[config.mk]
export PLATFORM = sky130hd
export DESIGN_NAME = calc_datapath
export DESIGN_NICKNAME = d
export VERILOG_FILES = /design/src/rtl/calc_datapath.sv
export SDC_FILE = /design/constraint.sdc
export NUM_CORES = 1
export LEC_CHECK = 0
export CAP_MARGIN = 20
export CORE_MARGIN = 5
export CORE_UTILIZATION = 40
export DETAILED_ROUTE_END_ITERATION = 10
export PLACE_DENSITY = 0.55
export RECOVER_POWER = 25
export SLEW_MARGIN = 20
export SYNTH_ARGS = -nofsm -noshare
export SYNTH_HDL_FRONTEND = slang
export SYNTH_SLANG_ARGS = --single-unit
[constraint.sdc]
create_clock -name clk -period 7.6 [get_ports clk]
set_input_delay 1.52 -clock clk [delete_from_list [all_inputs] [get_ports clk]]
set_output_delay 1.52 -clock clk [all_outputs]
set_load 0.05 [all_outputs]
[src/rtl/calc_datapath.sv]
// Calculator datapath: captures operands/opcode on confirm pulses, runs single-cycle
// ALU ops or a sequential shift-add multiply, and selects what the 7-segment shows.
module calc_datapath #(
    parameter int W = 16
) (
    input  logic         clk,
    input  logic         reset,
    input  logic [1:0]   estado,
    input  logic         btnc,
    input  logic [W-1:0] sw,
    output logic [W-1:0] display,
    output logic [W-1:0] result,
    output logic         result_valid,
    output logic         busy,
    output logic [2:0]   flags
);

    typedef enum logic [1:0] {
        WAIT_OP1    = 2'b00,
        WAIT_OP2    = 2'b01,
        WAIT_OP     = 2'b10,
        SHOW_RESULT = 2'b11
    } calc_state_t;

    typedef enum logic [2:0] {
        OP_ADD = 3'b000,
        OP_SUB = 3'b001,
        OP_MUL = 3'b010,
        OP_AND = 3'b011,
        OP_OR  = 3'b100
    } opcode_t;

    localparam int CW = $clog2(W + 1);

    logic [W-1:0]   op1;
    logic [W-1:0]   op2;
    logic [2:0]     opc;
    logic           single_pend;
    logic [CW-1:0]  count;
    logic [2*W-1:0] acc;
    logic [2*W-1:0] mcand;
    logic [W-1:0]   mplier;

    logic [W:0]     sum;
    logic [W-1:0]   alu_res;
    logic           alu_ovf;

    always_comb begin
        sum     = {1'b0, op1} + {1'b0, op2};
        alu_res = '0;
        alu_ovf = 1'b0;
        case (opc)
            OP_ADD: begin
                alu_res = sum[W-1:0];
                alu_ovf = sum[W];
            end
            OP_SUB: begin
                alu_res = op1 - op2;
                alu_ovf = (op1 < op2);
            end
            OP_AND:  alu_res = op1 & op2;
            OP_OR:   alu_res = op1 | op2;
            default: begin
                alu_res = '0;
                alu_ovf = 1'b1;
            end
        endcase
    end

    // Clearing in show_result outranks everything but reset, which also aborts a multiply.
    always_ff @(posedge clk) begin
        if (reset) begin
            op1          <= '0;
            op2          <= '0;
            opc          <= '0;
            result       <= '0;
            flags        <= '0;
            result_valid <= 1'b0;
            busy         <= 1'b0;
            single_pend  <= 1'b0;
            count        <= '0;
            acc          <= '0;
            mcand        <= '0;
            mplier       <= '0;
        end else begin
            if (btnc && estado == WAIT_OP1) op1 <= sw;
            if (btnc && estado == WAIT_OP2) op2 <= sw;

            if (btnc && estado == SHOW_RESULT) begin
                result_valid <= 1'b0;
                flags        <= '0;
                busy         <= 1'b0;
                single_pend  <= 1'b0;
            end else if (btnc && estado == WAIT_OP) begin
                opc          <= sw[2:0];
                result_valid <= 1'b0;
                if (sw[2:0] == OP_MUL) begin
                    busy        <= 1'b1;
                    single_pend <= 1'b0;
                    count       <= '0;
                    acc         <= '0;
                    mcand       <= {{W{1'b0}}, op1};
                    mplier      <= op2;
                end else begin
                    busy        <= 1'b0;
                    single_pend <= 1'b1;
                end
            end else if (single_pend) begin
                result       <= alu_res;
                flags        <= {alu_ovf, alu_res[W-1], alu_res == '0};
                result_valid <= 1'b1;
                single_pend  <= 1'b0;
            end else if (busy) begin
                // One multiplier bit per cycle; the cycle after the last bit publishes the product.
                if (count == CW'(W)) begin
                    result       <= acc[W-1:0];
                    flags        <= {|acc[2*W-1:W], acc[W-1], acc[W-1:0] == '0};
                    result_valid <= 1'b1;
                    busy         <= 1'b0;
                end else begin
                    if (mplier[0]) acc <= acc + mcand;
                    mcand  <= mcand << 1;
                    mplier <= mplier >> 1;
                    count  <= count + CW'(1);
                end
            end
        end
    end

    always_comb begin
        display = '0;
        case (estado)
            WAIT_OP1, WAIT_OP2: display = sw;
            WAIT_OP:            display = {{(W-3){1'b0}}, sw[2:0]};
            default:            display = result_valid ? result : '0;
        endcase
    end

endmodule

==> summary.txt, run 1 <==
Run status
  – Status: complete, but fails checks
  – Violated checks: capacitance limit, slew limit

Timing
  – Final Hold Viols: 0
  – Worst setup slack after layout: 1458 ps
  – Clock Skew: 26.16 ps
  – RSZ-0062 raised after global routing: false
  – Max Clk Rate: 162.8 MHz
  – Setup_tns: 0 ps
  – Worst-Margin Slew: 3862 ps
  – Relative slew margins: -157.5%
  – Period utilization: 80.82%
  – Tmin final: 6142 ps
  – Setup violations, final: 0
  – Pins Over Slew Limit: 81

Die
  – Core footprint: 24250 µm²
  – Area of the die: 27780 µm²
  – Io pins: 58
  – DIE HEIGHT: 166.7 µm
  – Initial Util: 40.49%
  – FP Rows: 57
  – Die X: 166.7 µm

GRT
  – Largest net degree at the start of global routing: 81
  – Met3 usage: 2.892%
  – Met1 GRT Util: 29.95%
  – Overall Global Routing Usage: 21.96%
  – GRT met2 Usage: 37.22%
  – Congestion Overflow GR: 0
  – Vias in the first global route: 9259
  – Gr busiest metal: met2
  – First-pass GRT wire length: 50110 µm
  – Initial antenna violation count: 0

Final layout
  – Fill count: 2521
  – Final #Nets: 1429
  – Final Cell Area: 11120 µm²
  – N_diodes: 0
  – Layout area overhead: 13.23%
  – Final core occ: 45.84%
  – Reg area: 2843 µm²
  – Multi-input gate area: 6317 µm²
  – Share of layout cells above drive strength 1: 5.851%

Routing
  – Initial DRC count: 746
  – DRC: 0
  – Vias per cell: 5.763
  – DR vias: 9549
  – Post-route ant nets: 0
  – Drt first pass iters: 5
  – Wire per inst: 18.68 µm
  – Routed wire length: 30950 µm

Logic synthesis
  – Area share of the leading cell type in the synthesized netlist: 28.96%
  – Post-synthesis compound-gate area fraction: 26.77%
  – Area leader, netlist: dfxtp_1
  – EDFF count, synth: 0
  – Netlist Area Pre-Place: 9817 µm²
  – Simple logic cell fraction of the synthesized area: 23.43%
  – Post-synthesis sequential area ratio: 28.96%
  – Mux contribution to synthesized area: 0.4333%
  – Synth cell count leaders: nand2_1, nor2_1, dfxtp_1, a21oi_1, ha_1
  – Post-Synth Adder-Cell Area: 11.32%
  – Cells after Synth: 1313
  – Distinct cell type count after synthesis: 86
  – Synth top area cells: dfxtp_1, ha_1, nand2_1
  – Synthesis Warnings: 0
  – Async set-reset flop share out of synthesis: 0%
  – Post-Syn Nets: 1421
  – Xor/xnor share of the synthesized area: 2.230%
  – Top-count cell post-synth: nand2_1
  – Largest family of logic cells by synthesized area: compound AO/OA/AOI/OAI gates
  – Main synth FF type: dfxtp_1
  – Count of state elements after synthesis: 142
  – Mean Syn Cell Area: 7.477 µm²

Critical path
  – Reg2reg path depth: 11
  – R2R Setup Slk: 3960 ps
  – Critical path startpoint category: primary input
  – Crit path kind: primary input to output pin
  – Worst reg2reg path endpoint: flags[1]
  – Worst Path Required: 6080 ps
  – Crit. Startpoint: estado[1]
  – Worst Setup End Kind: output pin
  – Worst EP arrival: 4620 ps
  – Reg2reg start: op1[1]
  – Critical path fanouts, max: 22

Power
  – Net Switching: 542.7 µW
  – Comb pwr share: 13.1%
  – PwrDens: 168.8 nW/µm²
  – Leak Pwr: 0.004219 µW
  – Peak VDD IR: 0.1305 mV
  – Power share of the clock group: 45.7%
  – Internal power: 1334 µW
  – Total power: 1877 µW
  – Flop pwr share: 41.2%
  – Switching share of power: 28.92%

Placed design
  – Pre-CTS WS: 1476 ps
  – Routability cong.: 0.9311
  – Cell Area, Placed: 10540 µm²
  – PortBufs: 57
  – Placed wire-length estimate: 22330 µm

CTS
  – TritonCTS Buffers: 17
  – Longest Clk Path Bufs: 2
  – CTS Hold Buffers Added: 0
  – CTS tree: built
  – Clock Latency Late Sink: 440 ps
  – Clk sinks: 142
  – Root Buffer: clkbuf_16
  – Clock slew at reported path FFs: 60 ps
  – H-tree levels: 4
  – Post-CTS Resized: 0
  – Setup bufs post-CTS: 0

Hold path
  – Worst min path class: flip-flop to flip-flop
  – Hold Path Cell Cnt: 2
  – WHS Endpoint: mcand[17]
  – Min-Delay Startpoint: mcand[16]

Flow run
  – MaxCap Viol Count: 1
-- critical path: stages --
cell             delay (ps)
clkdlybuf4s50_1         940
nand2_1                 290
nor2_1                  780
nand2_1                 130
o21ai_0                 110
clkdlybuf4s50_1         850
-- worst max-delay path by stage --
| stage | slack [ps] | to |
|---|---|---|
| after floorplan | 3120 | display[10] |
| after global placement | 1550 | display[13] |
| after detailed placement | 1480 | display[15] |
| after CTS | 1450 | display[15] |
| after global routing | 1220 | display[15] |
| final | 1460 | display[15] |
-- registers in the layout (all words and copies together), names as in the netlist --
name,flops
acc,32
busy,1
count,5
flags,3
mcand,32
mplier,16
op1,16
op2,16
opc,3
result,16
result_valid,1
single_pend,1
-- cell families after synthesis --
family	Yosys count
fa+ha+maj	87
flops	142
xor+xnor	25
buf+inv	162
simple gates	519
compound gates	374
mux	4
-- power by group through the flow --
stage | clock, µW | combinational, µW | sequential, µW
4_1_cts | 877 | 243 | 773
6_report | 858 | 245 | 773
5_1_grt | 906 | 267 | 775
3_5_place_dp | 0 | 242 | 790
2_1_floorplan | 0 | 172 | 784
3_3_place_gp | 0 | 241 | 789
-- layer usage --
metal	share of wire (%)	wire length [µm]
met5	0	0
met1	47	14590
met4	1.3	416
met3	4.6	1415
met2	47	14530
-- layout make-up --
class,instances,share of cell area (%)
Multi-Input combinational cell,1009,56.83
Sequential cell,142,25.57
Timing Repair Buffer,71,6.022
Clock buffer,18,3.951
Tap cell,324,3.647
Inverter,80,2.701
Clock inverter,13,1.272
-- stage by stage --
| step | std cells | hold slack, ps |
|---|---|---|
| floorplan | 1313 | 452.0 |
| global placement | 1626 | 463.9 |
| detailed placement | 1626 | 464.5 |
| CTS | 1657 | 471.9 |
| global route | 1657 | 497.1 |
| finish | 1657 | 473.2 |
-- placed cells by master (no fill, tap or decap), types with 5 or more instances in the layout --
master,instances
dlygate4sd3_1,21
o31ai_1,10
a21o_1,12
and3_1,5
xnor2_1,11
a211o_1,5
buf_4,14
nor2_1,160
o211a_1,5
o21ai_0,47
a221oi_1,9
nand2_1,215
o211ai_1,14
a311oi_1,31
a21oi_1,115
inv_1,80
clkdlybuf4s50_1,35
dfxtp_1,142
nand4_1,10
nor3_1,25
a221o_1,7
nand2b_1,9
or3_1,10
ha_1,84
a211oi_1,18
o21a_1,9
nand3_1,21
or2_2,9
xor2_1,14
a22oi_1,23
nor2b_1,9
clkbuf_16,17
nor4_1,13
o221ai_1,8
Power figures use the tool's default switching activity.
==> run 2: changes to the inputs <==
- PLACE_DENSITY: 0.55 -> 0.57
- clock period: 7.6 -> 5.65 ns (I/O delays scaled with it)
==> run 2 against run 1 <==
Against the previous run: critical endpoint is now display[7]; global-route usage grew 0.14 points; critical path type unchanged; clock-buffer cell count is the same; the flow still finishes with violations (capacitance limit, slew limit); cell count grew 0.12%; largest power group unchanged; flip-flop and latch count is the same.
==> summary.txt, run 2 (synthesis results as in run 1) <==
Flow run
  – MaxCap Viol Count: 2 (+1)

Timing
  – Setup violations, final: 0 (unchanged)
  – Period utilization: 80.51%
  – Final Hold Viols: 0 (unchanged)
  – Setup_tns: 0 ps (unchanged)
  – RSZ-0062 raised after global routing: false
  – Pins Over Slew Limit: 69 (-15%)
  – Max Clk Rate: 219.8 MHz
  – Clock Skew: 9.769 ps (-16.39 ps)
  – Tmin final: 4549 ps
  – Relative slew margins: -75.48% (+82 points)
  – Hold WS: 469.9 ps (-3.229 ps)
  – Worst setup slack after layout: 1101 ps (-356.6 ps)
  – Worst-Margin Slew: 2632 ps (-1230 ps)

Routing
  – Drt first pass iters: 5 (unchanged)
  – DRC: 0 (unchanged)
  – Routed wire length: 31250 µm (+0.97%)
  – Vias per cell: 5.678 (-1.5%)
  – Initial DRC count: 921 (+23%)
  – Post-route ant nets: 0 (unchanged)
  – Wire per inst: 18.84 µm (+0.85%)
  – DR vias: 9419 (-1.4%)

Final layout
  – Biggest regs: acc x32, mcand x32
  – Final #Nets: 1431 (+0.14%)
  – Layout area overhead: 13.26% (about the same)
  – Fill count: 2485 (-1.4%)
  – Share of layout cells above drive strength 1: 5.843% (-0.0088 points)
  – N_diodes: 0 (unchanged)
  – Commonest non-fill, non-tap cell in the layout: nand2_1
  – Most frequent cells in the layout: nand2_1, nor2_1, dfxtp_1

Critical path
  – Worst Path Required: 4520 ps (-1560 ps)
  – CP max stage delay: 840 ps (-100 ps)
  – Crit path kind: primary input to output pin
  – Worst Setup End Kind: output pin
  – Worst EP arrival: 3420 ps (-1200 ps)
  – Critical-path cell list: dlygate4sd3_1 -> nand2_1 -> nor2_1 -> buf_4 -> nand2_1 -> o21ai_0 -> clkdlybuf4s50_1
  – Slowest cell on crit path: clkdlybuf4s50_1
  – Cell mode on critical path: nand2_1
  – Critical path startpoint category: primary input
  – Critical path fanouts, max: 13 (-41%)

GRT
  – Vias in the first global route: 9027 (-2.5%)
  – Initial antenna violation count: 0 (unchanged)
  – Congestion Overflow GR: 0 (unchanged)
  – Overall Global Routing Usage: 22.10% (+0.14 points)
  – Largest net degree at the start of global routing: 62 (-23%)
  – First-pass GRT wire length: 50030 µm (-0.15%)

Power
  – Flop pwr share: 41.4% (+0.2 points)
  – Comb pwr share: 13.2% (about the same)
  – Power share of the clock group: 45.4% (-0.3 points)
  – Peak VDD IR: 0.1342 mV (+2.8%)
  – Internal power: 1782 µW (+34%)
  – Leak Pwr: 0.004160 µW (-1.4%)
  – Net Switching: 729.0 µW (+34%)
  – PwrDens: 225.9 nW/µm² (+34%)
  – Switching share of power: 29.03% (+0.11 points)

Run status
  – Violated checks: capacitance limit, slew limit
  – Status: complete, but fails checks

CTS
  – CTS tree: built
  – Clock slew at reported path FFs: 60 ps (about the same)
  – Clock Latency Late Sink: 430 ps (about the same)
  – Root Buffer: clkbuf_16
  – Post-CTS Resized: 0 (unchanged)
  – Setup bufs post-CTS: 0 (unchanged)
  – Clk sinks: 142 (unchanged)
  – H-tree levels: 4 (unchanged)
  – TritonCTS Buffers: 17 (unchanged)
  – Longest Clk Path Bufs: 2 (unchanged)
  – CTS Hold Buffers Added: 0 (unchanged)

Placed design
  – Routability cong.: 0.9170 (-1.5%)
  – Placed wire-length estimate: 22800 µm (+2.1%)
  – PortBufs: 57 (unchanged)
  – Pre-CTS WS: 1202 ps (-273.6 ps)

Die
  – Die X: 166.7 µm (unchanged)
  – Core footprint: 24250 µm² (unchanged)
  – FP Rows: 57 (unchanged)
  – Area of the die: 27780 µm² (unchanged)
  – Initial Util: 40.49% (unchanged)
  – DIE HEIGHT: 166.7 µm (unchanged)
  – Io pins: 58 (unchanged)

Hold path
  – Worst min path class: flip-flop to flip-flop
[run 2: cell types whose count changed in the layout (fill, tap and decap cells not counted), sizes merged, moves of 2 or more]
cell,delta
buf,+2
clkdlybuf4s50,+14
clkinv,-2
dlygate4sd3,-15
[run 2: cell type report]
class	instances	area, µm²	share of cell area, %
Multi-Input combinational cell	1009	6322	56.86
Inverter	80	300.3	2.701
Timing Repair Buffer	73	678.2	6.099
Clock buffer	18	429.2	3.860
Clock inverter	13	140.1	1.260
Tap cell	324	405.4	3.646
Sequential cell	142	2843	25.57
[run 2: final timing paths]
path / startpoint / endpoint / slack (ps) / depth (start not counted)
max: estado[0] / display[7] / 1100 / 7
min: flags[2] / flags[2] / 470 / 2
max reg2reg: op1[0] / flags[0] / 1960 / 13
min reg2reg: flags[2] / flags[2] / 470 / 2
[run 2: worst max-delay path: cells and delay by family]
kind | cells | cell delay, ps
buffers and inverters | 3 | 1800
and+or+nand+nor | 3 | 380
AOI/OAI and AO/OA | 1 | 90
[run 2: per-layer routing]
metal | wire length, µm | track usage [%]
met1 | 14740 | 30.77
met2 | 14320 | 35.70
met3 | 1546 | 3.271
met4 | 653 | 6.403
met5 | 0 | 0
[run 2: power by group through the flow]
stage	Combinational (µW)	Sequential [µW]	Clock [µW]
after floorplan	232	1060	0
after global placement	327	1060	0
after detailed placement	327	1060	0
after CTS	329	1040	1160
after global routing	361	1040	1200
final	330	1040	1140
[run 2: through the flow]
step           utilization [%]  total power, µW  std cells  instance area [µm²]
3_3_place_gp             43.53             1389       1628                10560
3_5_place_dp             43.53             1390       1628                10560
4_1_cts                  45.88             2529       1659                11130
5_1_grt                  45.85             2605       1659                11120
6_report                 45.85             2511       1659                11120
2_1_floorplan                -             1287       1313                 9817
==> run 3: changes to the inputs <==
- PLACE_DENSITY: 0.57 -> 0.55
- clock period: 5.65 -> 4.5 ns (I/O delays scaled with it)
==> run 3 against run 2 <==
Against the previous run: the flow still finishes with violations (capacitance limit, slew limit); first-iteration DRC count down 8.0%; combinational power up 30%; critical path type unchanged; clock power up 29%; critical path depth down 2; flip-flop and latch count unchanged; non-clock buffer count up 3; hold slack better by 6.4 ps; sequential power up 26%; cell count up 0.24%; utilization up 0.68 points; total power up 28%.
==> summary.txt, run 3 (synthesis results as in run 1) <==
Routing
  – Routed wire length: 31840 µm (+1.9%)
  – Wire per inst: 19.14 µm (+1.6%)
  – DR vias: 9571 (+1.6%)
  – Vias per cell: 5.755 (+1.4%)
  – DRC: 0 (unchanged)
  – Drt first pass iters: 5 (unchanged)
  – Initial DRC count: 847 (-8.0%)
  – Post-route ant nets: 0 (unchanged)

CTS
  – H-tree levels: 4 (unchanged)
  – Clk sinks: 142 (unchanged)
  – TritonCTS Buffers: 17 (unchanged)
  – CTS tree: built
  – Post-CTS Resized: 0 (unchanged)
  – Longest Clk Path Bufs: 2 (unchanged)
  – Clock Latency Late Sink: 440 ps (about the same)
  – Setup bufs post-CTS: 0 (unchanged)
  – Clock slew at reported path FFs: 60 ps (about the same)
  – Root Buffer: clkbuf_16
  – CTS Hold Buffers Added: 0 (unchanged)

Critical path
  – Critical-path cell list: clkdlybuf4s50_1 -> and2_1 -> nand3_1 -> nand2_1 -> clkdlybuf4s50_1
  – Slowest cell on crit path: clkdlybuf4s50_1
  – Critical path startpoint category: primary input
  – Worst Setup End Kind: output pin
  – Worst Path Required: 3600 ps (-920 ps)
  – Cell mode on critical path: clkdlybuf4s50_1
  – CP max stage delay: 800 ps (-40 ps)
  – Crit-path leading delay family: buffers and inverters
  – Reg2reg start: op1[1]
  – Worst EP arrival: 2760 ps (-660 ps)
  – Worst path bufs/invs: 2 (-1)
  – Crit path kind: primary input to output pin
  – Crit. Startpoint: estado[0]
  – Critical path fanouts, max: 8 (-5)

GRT
  – Initial antenna violation count: 0 (unchanged)
  – Vias in the first global route: 9058 (+0.34%)
  – Overall Global Routing Usage: 22.47% (+0.37 points)
  – Congestion Overflow GR: 0 (unchanged)
  – Largest net degree at the start of global routing: 78 (+26%)
  – First-pass GRT wire length: 50710 µm (+1.4%)

Die
  – Core footprint: 24250 µm² (unchanged)
  – Area of the die: 27780 µm² (unchanged)
  – Io pins: 58 (unchanged)
  – Die X: 166.7 µm (unchanged)
  – FP Rows: 57 (unchanged)
  – Initial Util: 40.49% (unchanged)
  – DIE HEIGHT: 166.7 µm (unchanged)

Power
  – Peak VDD IR: 0.1594 mV (+19%)
  – PwrDens: 283.8 nW/µm² (+26%)
  – Total power: 3202 µW (+28%)
  – Leak Pwr: 0.004241 µW (+1.9%)

Placed design
  – PortBufs: 57 (unchanged)
  – Routability cong.: 0.9941 (+8.4%)
  – Placed wire-length estimate: 23620 µm (+3.6%)
  – Cell Area, Placed: 10710 µm² (+1.4%)

Timing
  – Max Clk Rate: 273.0 MHz
  – Worst-Margin Slew: 1520 ps (-1112 ps)
  – Clock Skew: 19.61 ps (+9.842 ps)
  – Hold WS: 476.3 ps (+6.366 ps)
  – Relative slew margins: -1.351% (+74 points)
  – RSZ-0062 raised after global routing: false
  – Final Hold Viols: 0 (unchanged)
  – Pins Over Slew Limit: 30 (-57%)
  – Period utilization: 81.41%
  – Setup_tns: 0 ps (unchanged)
  – Setup violations, final: 0 (unchanged)
  – Tmin final: 3664 ps

Final layout
  – N_diodes: 0 (unchanged)
  – Commonest non-fill, non-tap cell in the layout: nand2_1
  – Most frequent cells in the layout: nand2_1, nor2_1, dfxtp_1
  – Biggest regs: acc x32, mcand x32
  – Fill count: 2477 (-0.32%)
  – Final #Nets: 1434 (+0.21%)
  – Final Cell Area: 11280 µm² (+1.5%)
  – Share of layout cells above drive strength 1: 7.020% (+1.2 points)
  – Layout area overhead: 14.93%

Run status
  – Status: complete, but fails checks
  – Violated checks: capacitance limit, slew limit

Hold path
  – Worst min path class: flip-flop to flip-flop
  – Min-Delay Startpoint: mcand[18]

Flow run
  – MaxCap Viol Count: 1 (-1)
run 3: changes by cell type in the layout (fill, tap and decap cells not counted), sizes merged:
cell           change
clkdlybuf4s50     -10
clkbuf             +1
buf               +14
bufinv             -1
clkinv             -2
inv                +5
clkinvlp           -1
dlygate4sd3        -2
run 3: routing by layer:
| layer | routed length [µm] | GRT usage (%) | vias to the layer above | part of all wire, % |
|---|---|---|---|---|
| met5 | 0 | 0 | - | 0 |
| met4 | 549 | 5.692 | 0 | 1.7 |
| met3 | 1322 | 3.437 | 41 | 4.2 |
| met2 | 15010 | 37.54 | 239 | 47 |
| met1 | 14960 | 30.51 | 4587 | 47 |
| li1 | - | - | 4704 | - |
run 3: final cells by class:
| cell class | count | area, µm² | area share [%] |
|---|---|---|---|
| inverters | 80 | 300.3 | 2.662 |
| multi-input cells | 1009 | 6317 | 55.99 |
| flip-flops and latches | 142 | 2843 | 25.20 |
| repair buffers | 76 | 829.5 | 7.353 |
| clock buffers | 18 | 439.2 | 3.893 |
| well taps | 324 | 405.4 | 3.593 |
| clock inverters | 14 | 147.6 | 1.309 |
run 3: final timing paths:
path / to / cells past startpoint / slack [ps]
worst min register to register: mcand[19] / 2 / 480
worst min-delay path: mcand[19] / 2 / 480
worst max register to register: flags[0] / 11 / 930
worst max-delay path: display[2] / 5 / 840
run 3: power by group:
part           internal [µW]  leakage (µW)  total (µW)  switching [µW]
clock                    798      0.000280        1470             668
combinational            157       0.00281         430             273
sequential              1280       0.00115        1310            28.7
total                   2230       0.00424        3200             970
run 3: metrics by stage:
step / setup slack [ps] / instances / util [%]
2_1_floorplan: 1261 / 1313 / -
3_3_place_gp: 855.5 / 1631 / 44.15
3_5_place_dp: 811.0 / 1631 / 44.15
4_1_cts: 826.7 / 1663 / 46.57
5_1_grt: 732.7 / 1663 / 46.53
6_report: 836.4 / 1663 / 46.53
run 3: worst reg2reg max path, cell delays in order (launching register included):
cell and delay (ps):
dfxtp_1 500, inv_1 140, ha_1 350, a211oi_1 400, o311a_4 290, o211a_1 210
o41a_1 300, nor3_1 100, nor4b_1 490, a21oi_1 160, or2_1 280, o41ai_2 260
